==> src/rtl/load_store_unit_pkg.sv <==
// Shared constants for the load/store unit: funct3 encodings for RV32I
// loads and stores, FSM state encodings and the byte-enable width.
// This package holds the definitions that the core's riscv_def header
// provides for the rest of the pipeline.
package load_store_unit_pkg;

  localparam int BE_WIDTH = 4;

  // Load funct3 encodings
  localparam logic [2:0] F3_LB  = 3'b000;
  localparam logic [2:0] F3_LH  = 3'b001;
  localparam logic [2:0] F3_LW  = 3'b010;
  localparam logic [2:0] F3_LBU = 3'b100;
  localparam logic [2:0] F3_LHU = 3'b101;

  // Store funct3 encodings
  localparam logic [2:0] F3_SB  = 3'b000;
  localparam logic [2:0] F3_SH  = 3'b001;
  localparam logic [2:0] F3_SW  = 3'b010;

  // LSU FSM state encodings
  localparam logic [1:0] ST_IDLE = 2'd0;
  localparam logic [1:0] ST_REQ  = 2'd1;
  localparam logic [1:0] ST_WAIT = 2'd2;
  localparam logic [1:0] ST_DONE = 2'd3;

endpackage

==> src/rtl/load_store_unit_align.sv <==
// Combinational lane logic for the load/store unit (the lsu_align block).
//   Request side : mem_read/mem_write/funct3/offset/store_data in,
//                  byte enables, lane-replicated write data and the
//                  illegal/misaligned fault flag out.
//   Response side: rsp_funct3/rsp_offset (latched with the request) and
//                  the raw read word in, extended load value out.
module load_store_unit_align
  import load_store_unit_pkg::*;
#(
  parameter int DATA_WIDTH = 32
) (
  input  logic                  mem_read,
  input  logic                  mem_write,
  input  logic [2:0]            funct3,
  input  logic [1:0]            offset,
  input  logic [DATA_WIDTH-1:0] store_data,
  output logic [BE_WIDTH-1:0]   be,
  output logic [DATA_WIDTH-1:0] wdata,
  output logic                  fault,
  input  logic [2:0]            rsp_funct3,
  input  logic [1:0]            rsp_offset,
  input  logic [DATA_WIDTH-1:0] rdata,
  output logic [DATA_WIDTH-1:0] load_value
);

  function automatic logic [DATA_WIDTH-1:0] sext8(input logic [7:0] v);
    return {{(DATA_WIDTH-8){v[7]}}, v};
  endfunction

  function automatic logic [DATA_WIDTH-1:0] sext16(input logic [15:0] v);
    return {{(DATA_WIDTH-16){v[15]}}, v};
  endfunction

  function automatic logic [DATA_WIDTH-1:0] zext8(input logic [7:0] v);
    return {{(DATA_WIDTH-8){1'b0}}, v};
  endfunction

  function automatic logic [DATA_WIDTH-1:0] zext16(input logic [15:0] v);
    return {{(DATA_WIDTH-16){1'b0}}, v};
  endfunction

  logic                  legal_f3;
  logic                  misaligned;
  logic [DATA_WIDTH-1:0] rsp_shifted;

  // Size is carried in funct3[1:0] for both loads and stores; byte and
  // halfword data are replicated so the memory only needs the enables.
  always_comb begin
    be    = '0;
    wdata = store_data;
    case (funct3[1:0])
      2'b00: begin
        be    = 4'b0001 << offset;
        wdata = {4{store_data[7:0]}};
      end
      2'b01: begin
        be    = 4'b0011 << offset;
        wdata = {2{store_data[15:0]}};
      end
      default: begin
        be    = 4'b1111;
        wdata = store_data;
      end
    endcase
  end

  always_comb begin
    if (mem_write)
      legal_f3 = (funct3 == F3_SB) || (funct3 == F3_SH) || (funct3 == F3_SW);
    else
      legal_f3 = (funct3 == F3_LB) || (funct3 == F3_LH) || (funct3 == F3_LW) ||
                 (funct3 == F3_LBU) || (funct3 == F3_LHU);
    misaligned = ((funct3[1:0] == 2'b01) && offset[0]) ||
                 ((funct3[1:0] == 2'b10) && (offset != 2'b00));
    fault = (mem_read || mem_write) &&
            ((mem_read && mem_write) || !legal_f3 || misaligned);
  end

  // Bring the addressed lane down to bit 0 before extension.
  always_comb begin
    rsp_shifted = rdata >> {rsp_offset, 3'b000};
    case (rsp_funct3)
      F3_LB:   load_value = sext8(rsp_shifted[7:0]);
      F3_LH:   load_value = sext16(rsp_shifted[15:0]);
      F3_LBU:  load_value = zext8(rsp_shifted[7:0]);
      F3_LHU:  load_value = zext16(rsp_shifted[15:0]);
      default: load_value = rdata;
    endcase
  end

endmodule

==> src/rtl/load_store_unit.sv <==
// Memory-access stage sitting directly after the ALU. Takes the effective
// address, store data and funct3, runs a req/gnt/rvalid transaction on the
// data-memory port and stalls the core until the access completes.
//   Core side  : clk, rst (sync, active-low), mem_read, mem_write, funct3,
//                alu_result, store_data in; lsu_stall, lsu_done, lsu_fault,
//                load_data (registered, extended) out.
//   Memory side: dmem_req, dmem_we, dmem_addr (word aligned), dmem_be,
//                dmem_wdata out; dmem_gnt, dmem_rvalid, dmem_rdata in.
module load_store_unit
  import load_store_unit_pkg::*;
#(
  parameter int ADDR_WIDTH = 32,
  parameter int DATA_WIDTH = 32
) (
  input  logic                  clk,
  input  logic                  rst,
  input  logic                  mem_read,
  input  logic                  mem_write,
  input  logic [2:0]            funct3,
  input  logic [ADDR_WIDTH-1:0] alu_result,
  input  logic [DATA_WIDTH-1:0] store_data,
  output logic                  lsu_stall,
  output logic                  lsu_done,
  output logic                  lsu_fault,
  output logic [DATA_WIDTH-1:0] load_data,
  output logic                  dmem_req,
  output logic                  dmem_we,
  output logic [ADDR_WIDTH-1:0] dmem_addr,
  output logic [BE_WIDTH-1:0]   dmem_be,
  output logic [DATA_WIDTH-1:0] dmem_wdata,
  input  logic                  dmem_gnt,
  input  logic                  dmem_rvalid,
  input  logic [DATA_WIDTH-1:0] dmem_rdata
);

  logic [1:0]            state;
  logic [1:0]            state_next;
  logic                  capture;
  logic                  load_en;

  logic [ADDR_WIDTH-1:0] req_addr;
  logic [BE_WIDTH-1:0]   req_be;
  logic [DATA_WIDTH-1:0] req_wdata;
  logic                  req_we;
  logic [2:0]            req_funct3;
  logic [1:0]            req_offset;

  logic [BE_WIDTH-1:0]   align_be;
  logic [DATA_WIDTH-1:0] align_wdata;
  logic                  align_fault;
  logic [DATA_WIDTH-1:0] load_value;

  load_store_unit_align #(
    .DATA_WIDTH (DATA_WIDTH)
  ) u_align (
    .mem_read   (mem_read),
    .mem_write  (mem_write),
    .funct3     (funct3),
    .offset     (alu_result[1:0]),
    .store_data (store_data),
    .be         (align_be),
    .wdata      (align_wdata),
    .fault      (align_fault),
    .rsp_funct3 (req_funct3),
    .rsp_offset (req_offset),
    .rdata      (dmem_rdata),
    .load_value (load_value)
  );

  // Inputs are only sampled in IDLE, so the instruction still presented
  // during DONE cannot start a second access.
  always_comb begin
    state_next = state;
    lsu_stall  = 1'b0;
    lsu_done   = 1'b0;
    lsu_fault  = 1'b0;
    dmem_req   = 1'b0;
    capture    = 1'b0;
    load_en    = 1'b0;
    case (state)
      ST_IDLE: begin
        if (mem_read || mem_write) begin
          if (align_fault) begin
            lsu_fault = 1'b1;
          end else begin
            capture    = 1'b1;
            lsu_stall  = 1'b1;
            state_next = ST_REQ;
          end
        end
      end
      ST_REQ: begin
        dmem_req  = 1'b1;
        lsu_stall = 1'b1;
        if (dmem_gnt)
          state_next = req_we ? ST_DONE : ST_WAIT;
      end
      ST_WAIT: begin
        lsu_stall = 1'b1;
        if (dmem_rvalid) begin
          load_en    = 1'b1;
          state_next = ST_DONE;
        end
      end
      ST_DONE: begin
        lsu_done   = 1'b1;
        state_next = ST_IDLE;
      end
      default: state_next = ST_IDLE;
    endcase
  end

  always_ff @(posedge clk) begin
    if (!rst) begin
      state      <= ST_IDLE;
      req_addr   <= '0;
      req_be     <= '0;
      req_wdata  <= '0;
      req_we     <= 1'b0;
      req_funct3 <= '0;
      req_offset <= '0;
      load_data  <= '0;
    end else begin
      state <= state_next;
      if (capture) begin
        req_addr   <= {alu_result[ADDR_WIDTH-1:2], 2'b00};
        req_be     <= align_be;
        req_wdata  <= align_wdata;
        req_we     <= mem_write;
        req_funct3 <= funct3;
        req_offset <= alu_result[1:0];
      end
      if (load_en)
        load_data <= load_value;
    end
  end

  assign dmem_we    = req_we;
  assign dmem_addr  = req_addr;
  assign dmem_be    = req_be;
  assign dmem_wdata = req_wdata;

endmodule

==> config.mk <==
export PLATFORM = sky130hd
export DESIGN_NAME = load_store_unit
export DESIGN_NICKNAME = d
export VERILOG_FILES = /design/src/rtl/load_store_unit_pkg.sv /design/src/rtl/load_store_unit_align.sv /design/src/rtl/load_store_unit.sv
export SDC_FILE = /design/constraint.sdc
export NUM_CORES = 1
export LEC_CHECK = 0
export ABC_AREA = 1
export CORE_MARGIN = 2
export CORE_UTILIZATION = 30
export CTS_BUF_LIST = sky130_fd_sc_hd__clkbuf_8
export DETAILED_ROUTE_END_ITERATION = 10
export GPL_TIMING_DRIVEN = 0
export PLACE_DENSITY = 0.65
export SLEW_MARGIN = 20
export SYNTH_ARGS = -nofsm -noshare
export SYNTH_HDL_FRONTEND = slang
export SYNTH_HIERARCHICAL = 1
export SYNTH_SLANG_ARGS = --single-unit
==> constraint.sdc <==
create_clock -name clk -period 1.95 [get_ports clk]
set_clock_uncertainty 0.2 [all_clocks]
set_input_delay 0.195 -clock clk [delete_from_list [all_inputs] [get_ports clk]]
set_output_delay 0.195 -clock clk [all_outputs]
set_load 0.01 [all_outputs]
# Yosys cells after proc, flatten, opt, wreduce, memory -nomap -nowiden
# Cells that the tools add are included.
# op_classes
n_addsub,0
mux,21
n_div,0
n_bitwise,0
n_eq_ne,16
n_reduce_logical,20
n_lt_le_gt_ge,0
mul,0
shift,3
# op_table
cell,count
case mux 32 bit (4 select lines),1
case mux 32 bit (2 select lines),1
right shift 32 x 5 -> 16 bit,1
== test 3 bit (second input constant),4
2-to-1 mux 1 bit,12
logical OR 1 bit,8
2-to-1 mux 2 bit,4
inequality test 2 bit (second input constant),4
case mux 2 bit (4 select lines),1
case mux 4 bit (2 select lines),1
== test 2 bit (second input constant),3
== test 3 x 1 -> 1 bit (second input constant),2
logical NOT 3 bit,2
== test 2 x 1 -> 1 bit (second input constant),2
logical AND 1 bit,4
logical NOT 2 bit,2
AND reduction 4 bit,1
<< shifter 1 x 2 -> 4 bit (first input constant),1
<< shifter 2 x 2 -> 4 bit (first input constant),1
== test 3 x 2 -> 1 bit (second input constant),1
case mux 1 bit (2 select lines),1
nonzero test 2 bit,1
OR reduction 2 bit,1
logical NOT 1 bit,1
# totals
memories,0
mem_bits_ro,0
latch_bits,0
ff_bits,106
inputBits,105
word_cells,68
mem_bits_rw,0
output_inout_bits,105

# Longest topological paths before layout
# Gate-level depths: netlist of the first run.
# logic_depth
word_depth,13
mapped_depth,12
mapped_depth_nobuf,11

# By module
# The synthesis of the first run kept the hierarchy.
# by_module_without_submodules
mod,area_per_inst_um2,seq_area_each_um2,cells_per_inst,n_inst
load_store_unit,3851.2,2122.0,495,1
load_store_unit_align,1521.5,0.0,309,1

# Worst setup path before layout of the first run
# No wires, ideal clock.
# synth_timing
kind,in2out
from,in funct3[1]
to,out lsu_stall
path_buffers,1
arrival_ps,1379
required_ps,1555
path_stages,11
path_slack_ps,176
path_cell_list,inv_1 > nand2_1 > inv_1 > nand2_1 > a31oi_1 > clkinv_1 > nand2_2 > nor2_8 > inv_4 > buf_4 > a21oi_1
# synth_via
elab_chain_len,13
# synth_rtl
element,line_no,text
start: declaration,load_store_unit.sv:19,"input logic [2:0] funct3,"
== test 3 x 1 -> 1 bit or logical NOT 3 bit (tied branches),"load_store_unit_align.sv:69, load_store_unit_align.sv:71",
logical OR 1 bit (2 in series),"load_store_unit_align.sv:69, load_store_unit_align.sv:71",
logical OR 1 bit,load_store_unit_align.sv:71,legal_f3 = (funct3 == F3_LB) || (funct3 == F3_LH) || (funct3 == F3_LW) ||
logical OR 1 bit,load_store_unit_align.sv:72,(funct3 == F3_LBU) || (funct3 == F3_LHU);
2-to-1 mux 1 bit,load_store_unit_align.sv:68,if (mem_write)
logical NOT 1 bit,load_store_unit_align.sv:76,((mem_read && mem_write) || !legal_f3 || misaligned);
logical OR 1 bit,load_store_unit_align.sv:76,
logical OR 1 bit *,load_store_unit_align.sv:76,
logical AND 1 bit *,load_store_unit_align.sv:75,fault = (mem_read || mem_write) &&
via align_fault,load_store_unit.sv:50,logic align_fault;
2-to-1 mux 1 bit *,load_store_unit.sv:83,if (align_fault) begin
2-to-1 mux 1 bit *,load_store_unit.sv:82,if (mem_read || mem_write) begin
case mux 1 bit (2 select lines) *,load_store_unit.sv:80,case (state)
end: declaration,load_store_unit.sv:22,"output logic lsu_stall,"
# Mark *: on every way through the listed nets, which the timed path passes. The rest lies on a longest branch.

# Worst setup path after layout of the first run
# layout_timing
from,reg state[1]
to,out lsu_stall
# layout_via
elab_chain_len,3
# layout_rtl
element,line_no,text
start: declaration,load_store_unit.sv:36,logic [1:0] state;
start signal: assignment,load_store_unit.sv:124,state <= state_next;
== test 2 bit or == test 2 x 1 -> 1 bit (tied branches),load_store_unit.sv:80,
OR reduction 2 bit (no line),--,
case mux 1 bit (2 select lines) *,load_store_unit.sv:80,
# Every way passes the cells marked *; elsewhere a longest branch is shown, timed or not.

==> metrics.txt, run 1 <==
Num CTS Buffers=9; residual DRC count=0; Leak Pwr=0.00353 uW; Ports=210; Worst VDD drop=659 uV; Hold WS=16.3 ps; type of origin of the critical path=flip-flop; cell taking the most area after synthesis=dfxtp_1; 1st-pass router iterations=5; # rows=48; endpoints failing hold=0; GP Congestion=0.919; Initial Util=30.8%; Worst-path clk slew=120 ps; sequential fraction of the synthesis area=39.5%; # fillers=1827; run status=complete, no violations; CP max-delay cell=dfxtp_2; CP arrival=1550 ps; WL/cell=14.7 um; Antenna Nets Post-Route=0; Layout Nets=1146; H-tree depth=3; clk sinks=106; Finished Core Util=46.6%; Mapped Area=5370 um^2; Storage cell area=2130 um^2; total of max-cap violations=0; Starting DRT DRC Count=288; synthesis-stage register bit count=106; layout cells sized above 1=11.2%; vias=5900; CTS tree=done; Crit Path Class=flip-flop to output port; Layout area overhead=51.2%; Power Dens Cells=1100 nW/um^2; Die Span X=138 um; final-report max-slew violation count=0; Clock Latency Late Sink=400 ps; DRT Wirelength=18.6 mm; Slowest Stage Delay on Critical Path=360 ps; largest net degree at the start of global routing=21; grt ovf=0; Yosys cell types=31; CP Cell Sequence=inv_2 > ha_4 > nand2_2 > nor2_8 > clkinv_8 > a21oi_1 > buf_2; vias in the first global route=5607; crit-path max FO=6; data required time at the worst endpoint=1550 ps; Final Worst Setup Slack=0.228 ps; multi-input logic area=2780 um^2; post-DP HPWL=14.0 mm; Setup WS pre-CTS=-1450 ps; Gate Count Post-Synth=804; RSZ-0062 raised after global routing=yes; Mapped Avg Cell Area=6.68 um^2; clock tree buffer depth=2; PortBufs=206; core footprint=17400 um^2; full die area=19000 um^2; fin crit share=100%; final setup vio count=0; YS warnings=6; highest clock rate=0.513 GHz; initial antenna violation count=2; dominant cells by area after synthesis=dfxtp_1 39%, nor2_1 17%, nand2_1 11%; CP Capture Type=output port; Worst Hold Class=primary input to flip-flop; clk root buf=clkbuf_8; minimum clock period=1950 ps; vias per cell=4.66; actual slew at the worst max-slew pin=542 ps; die outline height=138 um; Overall Global Routing Usage=19.9%; top-area cell type share of the netlist area=39.5%; Max transition margin=63.9%; global-route wire length before repair=29.0 mm
-- cell usage in the layout, fill, tap and decap left out, drive strengths merged --
| cell type | count |
|---|---|
| clkinv | 3 |
| conb | 2 |
| dlygate4sd3 | 2 |
| ha | 6 |
| diode | 2 |
| dfxtp | 106 |
| clkdlybuf4s50 | 195 |
| a21oi | 8 |
| dlygate4sd2 | 7 |
| nand2 | 175 |
| o21ai | 127 |
| inv | 40 |
| nor3 | 2 |
| o211ai | 10 |
| a31oi | 1 |
| bufinv | 2 |
| nand3 | 19 |
| clkdlybuf4s15 | 2 |
| nand4 | 8 |
| clkbuf | 26 |
| buf | 54 |
| nor2 | 245 |
-- synth_stat cells (all sizes together) --
master and number:
dfxtp 106, o211ai 10, inv 37, buf 41, ha 6, clkbuf 17, nand3 19, o21ai 127
a21oi 8, nand4 8, conb 1, a31oi 1, nor3 2, nand2 175, clkinv 1, nor2 245
-- final timing paths --
kind,cells after the start,from,end,slack (ps)
worst max register to register,12,req_offset[1]$_SDFFE_PN0P_,load_data[18]$_SDFFE_PN0P_,160
worst min-delay path,3,rst,dmem_addr[23]$_SDFFE_PN0P_,20
worst max-delay path,7,state[1]$_SDFFE_PN0P_,lsu_stall,0.2
worst min register to register,2,load_data[23]$_SDFFE_PN0P_,load_data[23]$_SDFFE_PN0P_,290
-- state kept, by name, summed over array words and instances (netlist names) --
name,flops
state,2
req_funct3,3
dmem_we,1
dmem_addr,30
dmem_wdata,32
req_offset,2
dmem_be,4
load_data,32
-- layer usage --
metal / routed length, um / part of all wire [%] / GRT usage [%]
met2: 8160 / 44 / 31.7
met3: 1840 / 9.9 / 5.74
met4: 317 / 1.7 / 6.46
met5: 13 / 0.070 / 0
met1: 8310 / 45 / 26.0
-- critical path: cells and delay by family, from the launching register on --
family / cells / cell delay, ps
adder cells (fa/ha/maj): 1 / 140
flip-flops: 1 / 360
AO/OA/AOI/OAI: 1 / 110
buffers and inverters: 3 / 320
AND/OR/NAND/NOR: 2 / 220
-- area by class of cell --
type                            count  area share, %
Antenna cell                        2         0.0616
Sequential cell                   106           26.2
Inverter                           38           2.14
Clock buffer                        9           1.53
Tap cell                          225           3.47
Timing Repair Buffer              220           26.5
Multi-Input combinational cell    603           34.2
Buffer                             57           4.42
Clock inverter                      7           1.43
-- repair_timing --
| action | in CTS | in global routing |
|---|---|---|
| gates resized for setup | 40 | 7 |
| hold endpoints to repair | 45 | 1 |
| buffers inserted | 4 | 8 |
| hold buffers | 1 | 1 |
| pin swaps | 2 | 3 |
| setup endpoints to repair | 78 | 19 |
-- power by group --
group          internal (uW)  total, uW  switching [uW]
logic                   2030       4240            2210
registers               2720       3030             313
clock network            762       1670             908
-- logic make-up after synthesis --
group | after synthesis | synth area share, %
compound gates | 146 | 14.1
flops | 106 | 39.5
simple gates | 449 | 35.3
other cells | 1 | 0.0698
fa+ha+maj | 6 | 1.40
buf+inv | 96 | 9.62
-- stage by stage --
| step | instance area, um^2 | setup TNS (ps) | cells | total power [uW] |
|---|---|---|---|---|
| 5_1_grt | 8120 | -168 | 1266 | 9600 |
| 6_report | 8120 | 0 | 1267 | 8940 |
| 3_5_place_dp | 7720 | -67920 | 1236 | 7200 |
| 3_3_place_gp | 7720 | -64080 | 1236 | 7190 |
| 2_1_floorplan | 5380 | 0 | 805 | 5320 |
| 4_1_cts | 8040 | -134 | 1256 | 8940 |
(Power assumes the default switching activity.)
==> run 2, diff against run 1 <==
--- a/config.mk
+++ b/config.mk
@@ -11,7 +11,6 @@
 export CTS_BUF_LIST = sky130_fd_sc_hd__clkbuf_8
 export DETAILED_ROUTE_END_ITERATION = 10
 export GPL_TIMING_DRIVEN = 0
-export PLACE_DENSITY = 0.65
 export SLEW_MARGIN = 20
 export SYNTH_ARGS = -nofsm -noshare
 export SYNTH_HDL_FRONTEND = slang
==> constraint.sdc (replaced) <==
create_clock -name clk -period 1.95 [get_ports clk]
set_clock_uncertainty 0.2 [all_clocks]
set_input_delay 0.195 -clock clk [delete_from_list [all_inputs] [get_ports clk]]
set_output_delay 0.195 -clock clk [all_outputs]
set_load 0.005 [all_outputs]
==> run 2 against run 1 <==
Net effect:
- worst setup slack improved by 89 ps
- register-to-register slack about the same
- clock power decreased by 14%
- combinational power decreased by 5.2%
- die area unchanged
- count of clock-buffer cells in the layout unchanged
- sequential share of layout area increased by 0.24 points
- largest power group unchanged
- highest routed layer unchanged
==> metrics.txt, run 2 (synthesis gave the netlist of run 1 again) <==
Layout area overhead=50.0%; worst r2r path cells=12 (unchanged); type of origin of the critical path=primary input; Worst-path clk slew=110 ps (about the same); Final Worst Setup Slack=89.6 ps (+89.4 ps); crit-path max FO=8 (+2); Overall Global Routing Usage=19.7% (-0.19 points); # fillers=1824 (-0.16%); global-route wire length before repair=28.6 mm (-1.4%); most common cell after layout, fill and taps aside=nor2_1; core footprint=17400 um^2 (unchanged); Crit Path Class=primary input to output port; clock tree buffer depth=2 (unchanged); Num CTS Buffers=9 (unchanged); Max transition margin=63.4% (-0.44 points); vias=5841 (-1.0%); CP Capture Type=output port; Initial Util=30.8% (unchanged); DRT Wirelength=18.6 mm (-0.29%); Final Total Pwr=8500 uW (-4.9%); vias per cell=4.62 (-0.77%); Finished Core Util=46.3% (-0.37 points); WL/cell=14.7 um (about the same); PortBufs=206 (unchanged); layout cells sized above 1=11.0% (-0.15 points); Power Dens Cells=1060 nW/um^2 (-4.2%); CP arrival=1470 ps (-80 ps); CTS tree=done; data required time at the worst endpoint=1550 ps (about the same); highest clock rate=0.538 GHz (+4.8%); GP Congestion=0.892 (-2.9%); Area after DPL=7720 um^2 (unchanged); Worst Hold Class=primary input to flip-flop; Setup WS pre-CTS=-1430 ps (+23.7 ps); Starting DRT DRC Count=310 (+7.6%); largest net degree at the start of global routing=19 (-9.5%); slack of the worst reg-to-reg path=150 ps (about the same); Placed Instances=1236 (unchanged); Crit Reg-Reg Startpoint=req_offset[1]$_SDFFE_PN0P_; Layout Nets=1143 (-0.26%); final-report max-slew violation count=0 (unchanged); post-DP HPWL=14.1 mm (+0.18%); grt ovf=0 (unchanged); residual DRC count=0 (unchanged); 1st-pass router iterations=5 (unchanged); endpoints failing hold=0 (unchanged); initial antenna violation count=4 (+2); Cells on Worst Hold Path=3 (unchanged); actual slew at the worst max-slew pin=548 ps (+6.59 ps); die outline height=138 um (unchanged); Reg-to-Reg End=load_data[18]$_SDFFE_PN0P_; # rows=48 (unchanged); post-route cell area=8060 um^2 (-0.79%); RSZ-0062 raised after global routing=no; WHS Endpoint=req_funct3[2]$_SDFFE_PN0P_; vias in the first global route=5513 (-1.7%); clk sinks=106 (unchanged); Ports=210 (unchanged); Non-Filler Instances=1264 (-0.24%); most frequent cells in the layout=240 x nor2_1, 195 x clkdlybuf4s50_1, 157 x nand2_1, 111 x o21ai_0, 103 x dfxtp_1; Hold Crit Start=funct3[2]; run status=complete, no violations; full die area=19000 um^2 (unchanged); minimum clock period=1860 ps (-89.4 ps); final setup vio count=0 (unchanged); Clock Latency Late Sink=390 ps (about the same); Worst VDD drop=468 uV (-29%); Die Span X=138 um (unchanged); fin crit share=95.4% (-4.6 points); Leak Pwr=0.00350 uW (-0.89%); H-tree depth=3 (unchanged); total of max-cap violations=0 (unchanged); Antenna Nets Post-Route=0 (unchanged); clk root buf=clkbuf_8
[run 2: changes by cell type in the layout (fill, tap and decap cells not counted), sizes merged]
cell,before,now
buf,54,51
bufinv,2,1
clkbuf,26,27
clkdlybuf4s15,2,1
clkinv,3,2
diode,2,3
inv,40,41
[run 2: report_power, final]
part / internal (uW) / leakage, uW / switching [uW]
logic: 2010 / 0.00253 / 2010
registers: 2720 / 0.000872 / 321
clock network: 609 / 0.000102 / 830
[run 2: critical path, cell delays in order]
cell	delay, ps
clkdlybuf4s15_2	290
nand2_2	140
inv_2	110
nand2_2	80
a31oi_4	170
clkinv_2	90
nand2_2	110
nor2_8	50
inv_8	50
a21oi_1	40
buf_2	130
[run 2: cell type report]
| class | count | area (um^2) | share of cell area [%] |
|---|---|---|---|
| buffer | 57 | 359 | 4.46 |
| timing repair buffer | 217 | 2130 | 26.4 |
| clock inverter | 6 | 72.6 | 0.901 |
| tap | 225 | 282 | 3.49 |
| clock buffer | 9 | 124 | 1.54 |
| multi-input combinational | 603 | 2780 | 34.5 |
| inverter | 38 | 171 | 2.13 |
| antenna | 3 | 7.51 | 0.0932 |
| sequential | 106 | 2130 | 26.4 |
[run 2: per-layer routing]
layer / up-vias / track usage [%] / wire length (um)
met5: - / 0 / 13
met4: 2 / 6.01 / 371
met3: 26 / 7.51 / 1850
met2: 203 / 31.3 / 8170
met1: 2615 / 24.9 / 8180
li1: 2995 / - / -
[run 2: stage by stage]
stage          hold slack (ps)  setup TNS, ps
6_report                  40.5              0
4_1_cts                   26.9              0
2_1_floorplan              130              0
5_1_grt                   43.7              0
3_5_place_dp               272         -68710
3_3_place_gp               265         -65080
[run 2: worst max-delay path by stage]
stage / from / to / slack [ps] / depth (start not counted)
floorplan: funct3[1] / lsu_stall / 200 / 11
global placement: funct3[0] / lsu_stall / -1380 / 12
detailed placement: funct3[0] / lsu_stall / -1430 / 12
CTS: state[1]$_SDFFE_PN0P_ / lsu_fault / 10 / 5
global route: state[0]$_SDFFE_PN0P_ / lsu_stall / 10 / 7
finish: funct3[0] / lsu_stall / 90 / 11
[run 2: what timing repair did]
item	CTS	global route
endpoints found under the hold margin	42	1
endpoints found under the setup margin	78	18
buffers inserted	4	5
hold buffers	1	1
pin swaps	3	3
resized for setup	44	11
==> run 3, diff against run 2 <==
--- a/config.mk
+++ b/config.mk
@@ -7,10 +7,11 @@
 export LEC_CHECK = 0
 export ABC_AREA = 1
 export CORE_MARGIN = 2
-export CORE_UTILIZATION = 30
+export CORE_UTILIZATION = 43
 export CTS_BUF_LIST = sky130_fd_sc_hd__clkbuf_8
 export DETAILED_ROUTE_END_ITERATION = 10
 export GPL_TIMING_DRIVEN = 0
+export PLACE_DENSITY = 0.79
 export SLEW_MARGIN = 20
 export SYNTH_ARGS = -nofsm -noshare
 export SYNTH_HDL_FRONTEND = slang
==> run 3 against run 2 <==
Net effect:
- the run now ends with negative hold slack left
- final cell count down 4.4%
- count of clock-buffer cells in the layout up 1
- non-clock buffer count up 3
- sequential cell count unchanged
- routed wire length down 7.5%
- combinational power up 1%
- clock power down 8%
- via count up 0.33%
- hold slack worse by 72 ps
- critical path depth down 4
- worst setup slack better by 11 ps
- power down 0.77%
- critical endpoint unchanged
- highest routed layer unchanged
==> metrics.txt, run 3 (synthesis gave the netlist of run 1 again) <==
Die Span X=116 um (-16%); Hold WS=-31.4 ps (-71.9 ps); Crit Reg-Reg Startpoint=req_offset[0]$_SDFFE_PN0P_; clock tree buffer depth=2 (unchanged); total of max-cap violations=0 (unchanged); Worst VDD drop=883 uV (+88%); 1st-pass router iterations=4 (-1); Antenna Nets Post-Route=0 (unchanged); CP Launch Point=state[1]$_SDFFE_PN0P_; global-route wire length before repair=27.3 mm (-4.6%); full die area=13400 um^2 (-29%); # fillers=1163 (-36%); Worst Hold Class=primary input to flip-flop; Reg-to-Reg End=load_data[30]$_SDFFE_PN0P_; data required time at the worst endpoint=1550 ps (about the same); largest net degree at the start of global routing=19 (unchanged); GP Congestion=0.917 (+2.8%); H-tree depth=3 (unchanged); Max transition margin=65.9% (+2.5 points); actual slew at the worst max-slew pin=511 ps (-37.4 ps); most frequent cells in the layout=240 x nor2_1, 195 x clkdlybuf4s50_1, 156 x nand2_1, 115 x o21ai_0, 104 x dfxtp_1; PortBufs=206 (unchanged); Cells on Worst Hold Path=3 (unchanged); grt ovf=0 (unchanged); vias per cell=4.85 (+4.9%); Clock Latency Late Sink=400 ps (about the same); Crit Path Class=flip-flop to output port; CP Capture Type=output port; final setup vio count=0 (unchanged); multi-input logic area=2800 um^2 (+0.58%); run status=finished, violations left; type of origin of the critical path=flip-flop; CP max-delay cell=dfxtp_4; Hold Crit Start=funct3[0]; vias=5860 (+0.33%); minimum clock period=1850 ps (-10.6 ps); most common cell after layout, fill and taps aside=nor2_1; endpoints failing hold=1 (+1); WHS Endpoint=req_funct3[0]$_SDFFE_PN0P_; post-DP HPWL=12.9 mm (-8.3%); initial antenna violation count=2 (-2); Setup WS pre-CTS=-1350 ps (+74.1 ps); # rows=40 (-17%); vias in the first global route=5574 (+1.1%); layout cells sized above 1=11.8% (+0.82 points); CTS tree=done; slack of the worst reg-to-reg path=130 ps (-20 ps); core footprint=12100 um^2 (-30%); Leak Pwr=0.00353 uW (+0.71%); die outline height=116 um (-16%); failing checks=negative hold slack; final-report max-slew violation count=0 (unchanged); clk root buf=clkbuf_8; CP arrival=1450 ps (-20 ps); Final Total Pwr=8440 uW (-0.77%); highest clock rate=0.541 GHz (+0.57%); residual DRC count=0 (unchanged); clk sinks=106 (unchanged); post-route cell area=8020 um^2 (-0.53%); Layout Nets=1146 (+0.26%); fin crit share=94.9% (-0.54 points); CP Cell Sequence=inv_6 > ha_4 > nand2_4 > nor2_8 > clkinv_4 > a21oi_2 > buf_2; Initial Util=44.4% (+14 points); setup TNS=0 ps (unchanged); worst r2r path cells=11 (-1); DRT Wirelength=17.2 mm (-7.5%); crit-path max FO=4 (-4); Num CTS Buffers=9 (unchanged); Starting DRT DRC Count=357 (+15%); Final Worst Setup Slack=100 ps (+10.6 ps); WL/cell=14.2 um (-3.3%); Ports=210 (unchanged); Area after DPL=7650 um^2 (-0.92%); Slowest Stage Delay on Critical Path=380 ps (+90 ps); Power Dens Cells=1050 nW/um^2 (-0.25%); Layout area overhead=49.2%; Overall Global Routing Usage=26.1% (+6.4 points); RSZ-0062 raised after global routing=yes; Worst-path clk slew=110 ps (about the same); Storage cell area=2130 um^2 (about the same); Finished Core Util=66.2% (+20 points)
[run 3: cell count changes in the layout (fill, tap and decap cells not counted), moves of 2 or more]
cell and delta:
clkbuf_1 -3, clkinv_4 +3, clkbuf_2 +2, diode_2 -2, buf_4 +4, nand2_4 +2
o21ai_1 -4, o21ai_0 +4
[run 3: final cells by class]
| cell class | count | area share (%) |
|---|---|---|
| repair buffers | 220 | 26.8 |
| diodes | 1 | 0.0312 |
| clock buffers | 10 | 1.72 |
| multi-input cells | 603 | 34.9 |
| inverters | 38 | 2.17 |
| clock inverters | 6 | 0.624 |
| flip-flops and latches | 106 | 26.6 |
| plain buffers | 57 | 4.53 |
| well taps | 168 | 2.62 |
[run 3: stage by stage]
step | std cells | hold WS [ps]
after CTS | 1204 | 24.2
after detailed placement | 1179 | 270
after global routing | 1208 | 12.6
final | 1209 | -31.4
after global placement | 1179 | 264
after floorplan | 805 | 130
[run 3: power by group]
part | leakage, uW | internal, uW | switching, uW
registers | 0.000871 | 2720 | 312
clock network | 0.000101 | 518 | 808
logic | 0.00255 | 2060 | 2020
total | 0.00353 | 5300 | 3140
[run 3: worst max-delay path, delay by kind of cell, from the launching register on]
family | cells | cell delay, ps
DFF | 1 | 380
buffers and inverters | 3 | 270
adders and majority gates | 1 | 140
and+or+nand+nor | 2 | 160
AOI/OAI and AO/OA | 1 | 120
[run 3: worst max path at each step]
stage / end / slack, ps
after floorplan: lsu_stall / 200
after global placement: lsu_stall / -1340
after detailed placement: lsu_stall / -1350
after CTS: lsu_stall / -40
after global routing: lsu_stall / 10
final: lsu_stall / 100
[run 3: timing repair]
item,in CTS,in global routing
cloned,0,0
pin swaps,3,5
hold buffers,1,0
gates resized for setup,49,18
endpoints found under the setup margin,78,21
buffers inserted,8,5
endpoints found under the hold margin,56,0
[run 3: per-layer routing]
layer	global-route usage (%)	vias to the layer above	wire, um	part of all wire [%]
met1	32.0	2628	7240	42
met5	0	-	13	0.076
met2	43.9	209	8010	47
met3	9.68	21	1680	9.8
met4	6.11	2	237	1.4
li1	-	3000	-	-
